`src/rtl/instruction_loader.sv`:
```
// rtl/instruction_loader.sv - byte-serial loader filling instruction memory, CPU held in stall until done
// Optional trailing XOR checksum byte enabled by LOADER_CHECKSUM_EN.
module instruction_loader #(
  parameter logic [31:0] BASE_ADDRESS = 32'd4,
  parameter int unsigned DEPTH        = 256
) (
  input  logic        clock,
  input  logic        reset,
  input  logic [7:0]  byte_data,
  input  logic        byte_valid,
  output logic        byte_ready,
  output logic        write_enable,
  output logic [31:0] write_address,
  output logic [31:0] write_data,
  output logic        load_done,
  output logic        length_error,
  output logic        checksum_error,
  output logic        cpu_stall
);

  localparam logic [31:0] LIMIT = 32'(DEPTH) - (BASE_ADDRESS >> 2);

`ifdef LOADER_CHECKSUM_EN
  typedef enum logic [2:0] {
    S_COUNT_HI = 3'd0,
    S_COUNT_LO = 3'd1,
    S_DATA     = 3'd2,
    S_WRITE    = 3'd3,
    S_DONE     = 3'd4,
    S_CHECK    = 3'd5
  } state_t;
`else
  typedef enum logic [2:0] {
    S_COUNT_HI = 3'd0,
    S_COUNT_LO = 3'd1,
    S_DATA     = 3'd2,
    S_WRITE    = 3'd3,
    S_DONE     = 3'd4
  } state_t;
`endif

  state_t      state_q;
  logic        byte_ready_q;
  logic        write_enable_q;
  logic [31:0] write_address_q;
  logic [31:0] write_data_q;
  logic        load_done_q;
  logic        length_error_q;
  logic        cpu_stall_q;
  logic [7:0]  count_hi_q;
  logic [15:0] words_left_q;
  logic [23:0] word_q;
  logic [1:0]  byte_cnt_q;
`ifdef LOADER_CHECKSUM_EN
  logic [7:0]  xor_q;
  logic        checksum_error_q;
`endif

  logic        accept;
  logic [15:0] count_d;
  logic [31:0] write_data_d;
  logic        last_word;

  assign accept       = byte_valid && byte_ready_q;
  assign count_d      = {count_hi_q, byte_data};
  assign write_data_d = {word_q, byte_data};
  assign last_word    = (words_left_q == 16'd1);

  always_ff @(posedge clock) begin
    if (!reset) begin
      state_q          <= S_COUNT_HI;
      byte_ready_q     <= 1'b1;
      write_enable_q   <= 1'b0;
      write_address_q  <= BASE_ADDRESS;
      write_data_q     <= 32'd0;
      load_done_q      <= 1'b0;
      length_error_q   <= 1'b0;
      cpu_stall_q      <= 1'b1;
      count_hi_q       <= 8'd0;
      words_left_q     <= 16'd0;
      word_q           <= 24'd0;
      byte_cnt_q       <= 2'd0;
`ifdef LOADER_CHECKSUM_EN
      xor_q            <= 8'd0;
      checksum_error_q <= 1'b0;
`endif
    end else begin
      write_enable_q <= 1'b0;
      case (state_q)
        S_COUNT_HI: begin
          if (accept) begin
            count_hi_q <= byte_data;
            state_q    <= S_COUNT_LO;
          end
        end
        S_COUNT_LO: begin
          if (accept) begin
            words_left_q <= count_d;
            if (count_d == 16'd0 || {16'd0, count_d} > LIMIT) begin
              length_error_q <= (count_d != 16'd0);
              state_q        <= S_DONE;
              byte_ready_q   <= 1'b0;
              load_done_q    <= 1'b1;
              cpu_stall_q    <= 1'b0;
            end else begin
              state_q <= S_DATA;
            end
          end
        end
        S_DATA: begin
          if (accept) begin
            word_q     <= write_data_d[23:0];
            byte_cnt_q <= byte_cnt_q + 2'd1;
`ifdef LOADER_CHECKSUM_EN
            xor_q      <= xor_q ^ byte_data;
`endif
            if (byte_cnt_q == 2'd3) begin
              state_q        <= S_WRITE;
              byte_ready_q   <= 1'b0;
              write_enable_q <= 1'b1;
              write_data_q   <= write_data_d;
            end
          end
        end
        S_WRITE: begin
          words_left_q <= words_left_q - 16'd1;
          // Address holds on the final word so it never steps past the last slot.
          if (last_word) begin
`ifdef LOADER_CHECKSUM_EN
            state_q      <= S_CHECK;
            byte_ready_q <= 1'b1;
`else
            state_q      <= S_DONE;
            load_done_q  <= 1'b1;
            cpu_stall_q  <= 1'b0;
`endif
          end else begin
            write_address_q <= write_address_q + 32'd4;
            state_q         <= S_DATA;
            byte_ready_q    <= 1'b1;
          end
        end
`ifdef LOADER_CHECKSUM_EN
        S_CHECK: begin
          if (accept) begin
            if (byte_data != xor_q) checksum_error_q <= 1'b1;
            state_q      <= S_DONE;
            byte_ready_q <= 1'b0;
            load_done_q  <= 1'b1;
            cpu_stall_q  <= 1'b0;
          end
        end
`endif
        S_DONE: begin
          byte_ready_q <= 1'b0;
        end
        default: begin
          state_q      <= S_DONE;
          byte_ready_q <= 1'b0;
          load_done_q  <= 1'b1;
          cpu_stall_q  <= 1'b0;
        end
      endcase
    end
  end

  assign byte_ready    = byte_ready_q;
  assign write_enable  = write_enable_q;
  assign write_address = write_address_q;
  assign write_data    = write_data_q;
  assign load_done     = load_done_q;
  assign length_error  = length_error_q;
  assign cpu_stall     = cpu_stall_q;
`ifdef LOADER_CHECKSUM_EN
  assign checksum_error = checksum_error_q;
`else
  assign checksum_error = 1'b0;
`endif

endmodule

```
`config.mk`:
```
export PLATFORM = sky130hd
export DESIGN_NAME = instruction_loader
export DESIGN_NICKNAME = d
export VERILOG_FILES = /design/src/rtl/instruction_loader.sv
export SDC_FILE = /design/constraint.sdc
export NUM_CORES = 1
export LEC_CHECK = 0
export CAP_MARGIN = 20
export CELL_PAD_IN_SITES_DETAIL_PLACEMENT = 0
export CELL_PAD_IN_SITES_GLOBAL_PLACEMENT = 1
export CORE_ASPECT_RATIO = 0.5
export CORE_MARGIN = 2
export CORE_UTILIZATION = 51
export DETAILED_ROUTE_END_ITERATION = 16
export DONT_BUFFER_PORTS = 1
export GPL_TIMING_DRIVEN = 0
export PLACE_DENSITY_LB_ADDON = 0.3
export SLEW_MARGIN = 40
export SYNTH_ARGS = -nofsm -noshare
export SYNTH_HDL_FRONTEND = slang
export SYNTH_SLANG_ARGS = --single-unit
```
`constraint.sdc`:
```
create_clock -name clock -period 2.76 [get_ports clock]
set_input_delay 0.276 -clock clock [delete_from_list [all_inputs] [get_ports clock]]
set_output_delay 0.276 -clock clock [all_outputs]
set_load 0.01 [all_outputs]
```
Yosys cells after proc, flatten, opt, wreduce, memory -nomap -nowiden
Index checks and enable logic that the tools add are counted.

Flip-flop bits (word level): 122. Latch bits: 0. Memory bits (writable): 0. ROM bits: 0. Output and inout port bits: 70. Word-level logic and storage cells: 72. Memories kept: 0.

$add $sub $neg: 3. Multiply operators: 0. Div/mod/pow operators: 0. Order comparisons: 1. Equal/unequal tests: 13. Shift operators: 0. Muxes and demuxes: 22. Bitwise gates (word level): 4. Reduce and logical (&&, ||, !) cells: 17.

Operators by type and width (number): adder 32 x 3 -> 32 bit, second input constant (1); one-hot mux 16 bit (2 select lines) (1); two-way mux 3 bit (6); == test 16 x 1 -> 1 bit, second input constant (1); greater-than comparator 16 x 8 -> 1 bit, second input constant (1); zero test 16 bit (1); two-way mux 16 bit (1); nonzero test 16 bit (1); subtractor 16 x 1 -> 16 bit, second input constant (1); one-hot mux 3 bit (5 select lines) (1); inequality test 2 bit, second input constant (7); two-way mux 1 bit (10); AND reduction 3 bit (3); AND reduction 2 bit (4); == test 3 x 2 -> 1 bit, second input constant (2); one-hot mux 1 bit (3 select lines) (2); AND reduction 6 bit (1); AND reduction 5 bit (1); NOT 1 bit (4); one-hot mux 1 bit (4 select lines) (1); AND reduction 4 bit (1); == test 3 x 1 -> 1 bit, second input constant (1); == test 3 bit, second input constant (1); zero test 3 bit (1); other kinds (6) (6).

Depth between registers and ports, before layout
Word-level depth: 5. Gate-level depth with buffers: 9.

Worst setup path after synthesis
No wires, ideal clock.

Path type: input to register. Start: input byte_data[6]. End: register cpu_stall_q (netlist: cpu_stall). Data arrival time: 1683 ps. Required time: 2645 ps. Path slack: 962 ps. Stages: 5. Path buffers: 0. Cell sequence: or4_2 -> o211ai_2 -> nor3b_1 -> or3_1 -> o21a_1.

Longest elaborated chain between the ends: 4.

RTL lines: start: declaration (line 9) `input logic [7:0] byte_data,`; greater-than comparator 16 x 8 -> 1 bit or zero test 16 bit (tied branches) (line 99) `if (count_d == 16'd0 || {16'd0, count_d} > LIMIT) begin`; logical OR 1 bit * (line 99); inequality test 2 bit (no line) *; AND reduction 4 bit (no line) *; end signal: assignment (line 104) `cpu_stall_q <= 1'b0;`; end signal: assignment (line 135) `cpu_stall_q <= 1'b0;`; end signal: assignment (line 161) `cpu_stall_q <= 1'b0;`; end: declaration (line 49) `logic cpu_stall_q;`.

Every way passes the cells marked *; elsewhere a longest branch is shown, timed or not. A chain may end at the register's enable or synchronous reset.

Worst setup path after layout
Start: register words_left_q[3]. End: register write_address_q[20] (netlist: write_address[20]).

Longest elaborated chain between the ends: 3.

RTL lines: start: declaration (line 51) `logic [15:0] words_left_q;`; start signal: assignment (line 98) `words_left_q <= count_d;`; start signal: assignment (line 126) `words_left_q <= words_left_q - 16'd1;`; == test 16 x 1 -> 1 bit (line 67) `assign last_word = (words_left_q == 16'd1);`; NOT 1 bit (no line); AND reduction 2 bit (no line); end signal: assignment (line 138) `write_address_q <= write_address_q + 32'd4;`; end: declaration (line 45) `logic [31:0] write_address_q;`.

Every way passes these cells.

==> impl_metrics.toml <==
[status]
outcome = "finished, final reports clean"

[placement]
place_congestion = 0.783
dp_hpwl_um = 8950
pre_cts_ws_ns = 0.712
dp_cells = 760
numPortBuffers = 0

[die]
rows = 26
core_mm2 = 0.0101
dieArea_mm2 = 0.0112
dieHeight_um = 75.8
ioPinCount = 81
die_w_um = 148
initial_utilization_pct = 52.0

[route]
post-route-drc-count = 0
ant_nets = 0
post_drt_wl_per_cell_um = 16.3
drt_iter0_drc = 204
drt-total-wl_um = 13000
firstDrtPassIters = 4
vias = 4366
viasPerCell = 5.46

[sta]
final.setup.tns_ns = 0
fin_worst_skew_ns = 0.0144
final_max_slew_viol_count = 0
fmax_mhz = 476
final-hold-violation-count = 0
rsz0062_at_grt = "false"
relSlewSlack_pct = 54.1
worst_slack_ns = 0.661
worst_pin_slew_ns = 0.688
fin_crit_sh_pct = 76.1
min_period_ns = 2.10
setup_violations = 0

[finish]
synthToLayoutAreaGrowth_pct = 15.6
antenna_cells = 0
fin_nets = 662
layout.cells.non_filler = 799
layout_commonest_cell = "nand2_1"
most-common-layout-cells = "nand2_1, dfxtp_1, a21oi_1"
final_layout_size_suffix_gt1_share_pct = 10.5

[clocking]
clk_pin_slew_ns = 0.06
cts_root_buffer = "clkbuf_16"
clockBufferDepth = 2
cts-buffers-inserted = 17
cts_tree = "done"
clock-sinks = 120
clk_latency_ns = 0.42
ctsResizeCount = 0
cts.htree.levels = 4

[setup_path]
critPathArrivalTime_ns = 2.38
cp-end-kind = "flop"
required_ns = 3.04
worst_setup_path_start_kind = "flop"
r2r_slack_ns = 0.66
worstPathMaxFanout = 10
crit_type = "flop to flop"

[yosys]
netlist_instances = 618
synth_seq_cells = 120
syn_avg_cell_area_um2 = 8.52
synth_cell_types = 58
ys_dominant_reg_cell = "dfxtp_1"
yosys_warnings = 0
synth_edf_count = 0
async_flop_share_pct = 0
seq_area_frac_synth_pct = 45.6
syn_area_mm2 = 0.00526

[job]
cap_violations = 0

[worst_hold_path]
hp-class = "primary input to flop"

[global_route]
track_usage_pct = 24.0
antenna_found_initial = 0
grt_pass1_wl_um = 20900
grt_overflow = 0
first_global_vias = 4192
grt_max_degree = 17

[power_and_ir_drop]
power_density_mw_per_mm2 = 722
peakVddDrop_mv = 0.430
power_leakage_nw = 1.98
-- power breakdown --
| part | leakage [nW] | internal [mW] | switching, mW |
|---|---|---|---|
| Sequential | 0.969 | 1.78 | 0.0462 |
| Combinational | 0.743 | 0.162 | 0.326 |
| Clock | 0.267 | 1.24 | 0.838 |
-- per-stage QoR --
step | power [mW] | instance area, µm² | utilization (%) | hold WS, ns
after floorplan | 2.23 | 5270 | - | 0.412
after global placement | 2.33 | 5450 | 53.8 | 0.415
after detailed placement | 2.34 | 5450 | 53.9 | 0.421
after CTS | 4.43 | 6090 | 60.2 | 0.00190
after global routing | 4.55 | 6090 | 60.2 | 0.00542
final | 4.40 | 6090 | 60.2 | 0.0123
-- flip-flops by register name (all words and copies together) (netlist names), 2 cells and up --
signal	count
write_data	32
write_address	30
word_q	24
words_left_q	16
count_hi_q	8
state_q	3
byte_cnt_q	2
-- area by class of cell --
class                   count  area [µm²]
plain buffers              45         231
repair buffers              8        80.1
flip-flops and latches    120        2400
clock inverters            13         125
well taps                 140         175
clock buffers              18         429
inverters                  11        41.3
multi-input cells         444        2600
fillers                   951        4030
-- what timing repair did --
item,CTS,global route
endpoints found under the hold margin,13,0
hold buffers,8,0
setup endpoints to repair,0,0
setup buffers,0,0
-- synthesized netlist by cell type (7+ instances only) --
cell / instances / area, µm²
xnor2_1: 25 / 219
nand2_1: 143 / 537
mux2i_1: 11 / 110
nor2_1: 49 / 184
nand3_1: 13 / 65.1
buf_2: 8 / 40.0
dfxtp_1: 120 / 2400
inv_1: 11 / 41.3
clkbuf_1: 24 / 90.1
a21oi_1: 79 / 395
a211oi_1: 11 / 82.6
nor4_1: 7 / 43.8
-- path summary, 6_finish.rpt --
| check | startpoint | endpoint | depth (start not counted) |
|---|---|---|---|
| worst max register to register | words_left_q[3] | write_address[20] | 7 |
| worst max-delay path | words_left_q[3] | write_address[20] | 7 |
| worst min register to register | word_q[21] | write_data[29] | 2 |
| worst min-delay path | byte_data[2] | write_data[2] | 2 |
-- routing by layer --
metal | routed length (µm) | part of all wire [%] | vias up | global-route usage [%]
met4 | 158 | 1.2 | 0 | 9.62
li1 | - | - | 2208 | -
met2 | 5920 | 46 | 100 | 39.9
met3 | 778 | 6.0 | 12 | 6.53
met5 | 0 | 0 | - | 0
met1 | 6130 | 47 | 2046 | 30.6
-- worst max-delay path, cell delays in order (launching register included) --
cell and delay, ns:
dfxtp_1 0.37, nor3_1 0.35, and4_1 0.24, buf_2 0.22, buf_1 0.39, a211oi_1 0.16
xnor2_1 0.17, nor2_1 0.06
-- kinds of logic after synthesis --
family / Yosys count / share of synthesized area, %
and+or+nand+nor: 262 / 23.2
AOI/OAI and AO/OA: 139 / 18.7
DFF: 120 / 45.6
buffers and inverters: 56 / 5.18
xor gates and xnor gates: 25 / 4.16
muxes: 11 / 2.09
adders and majority gates: 4 / 0.951
other: 1 / 0.0712
Note: power is estimated with default switching activity, not from simulation.
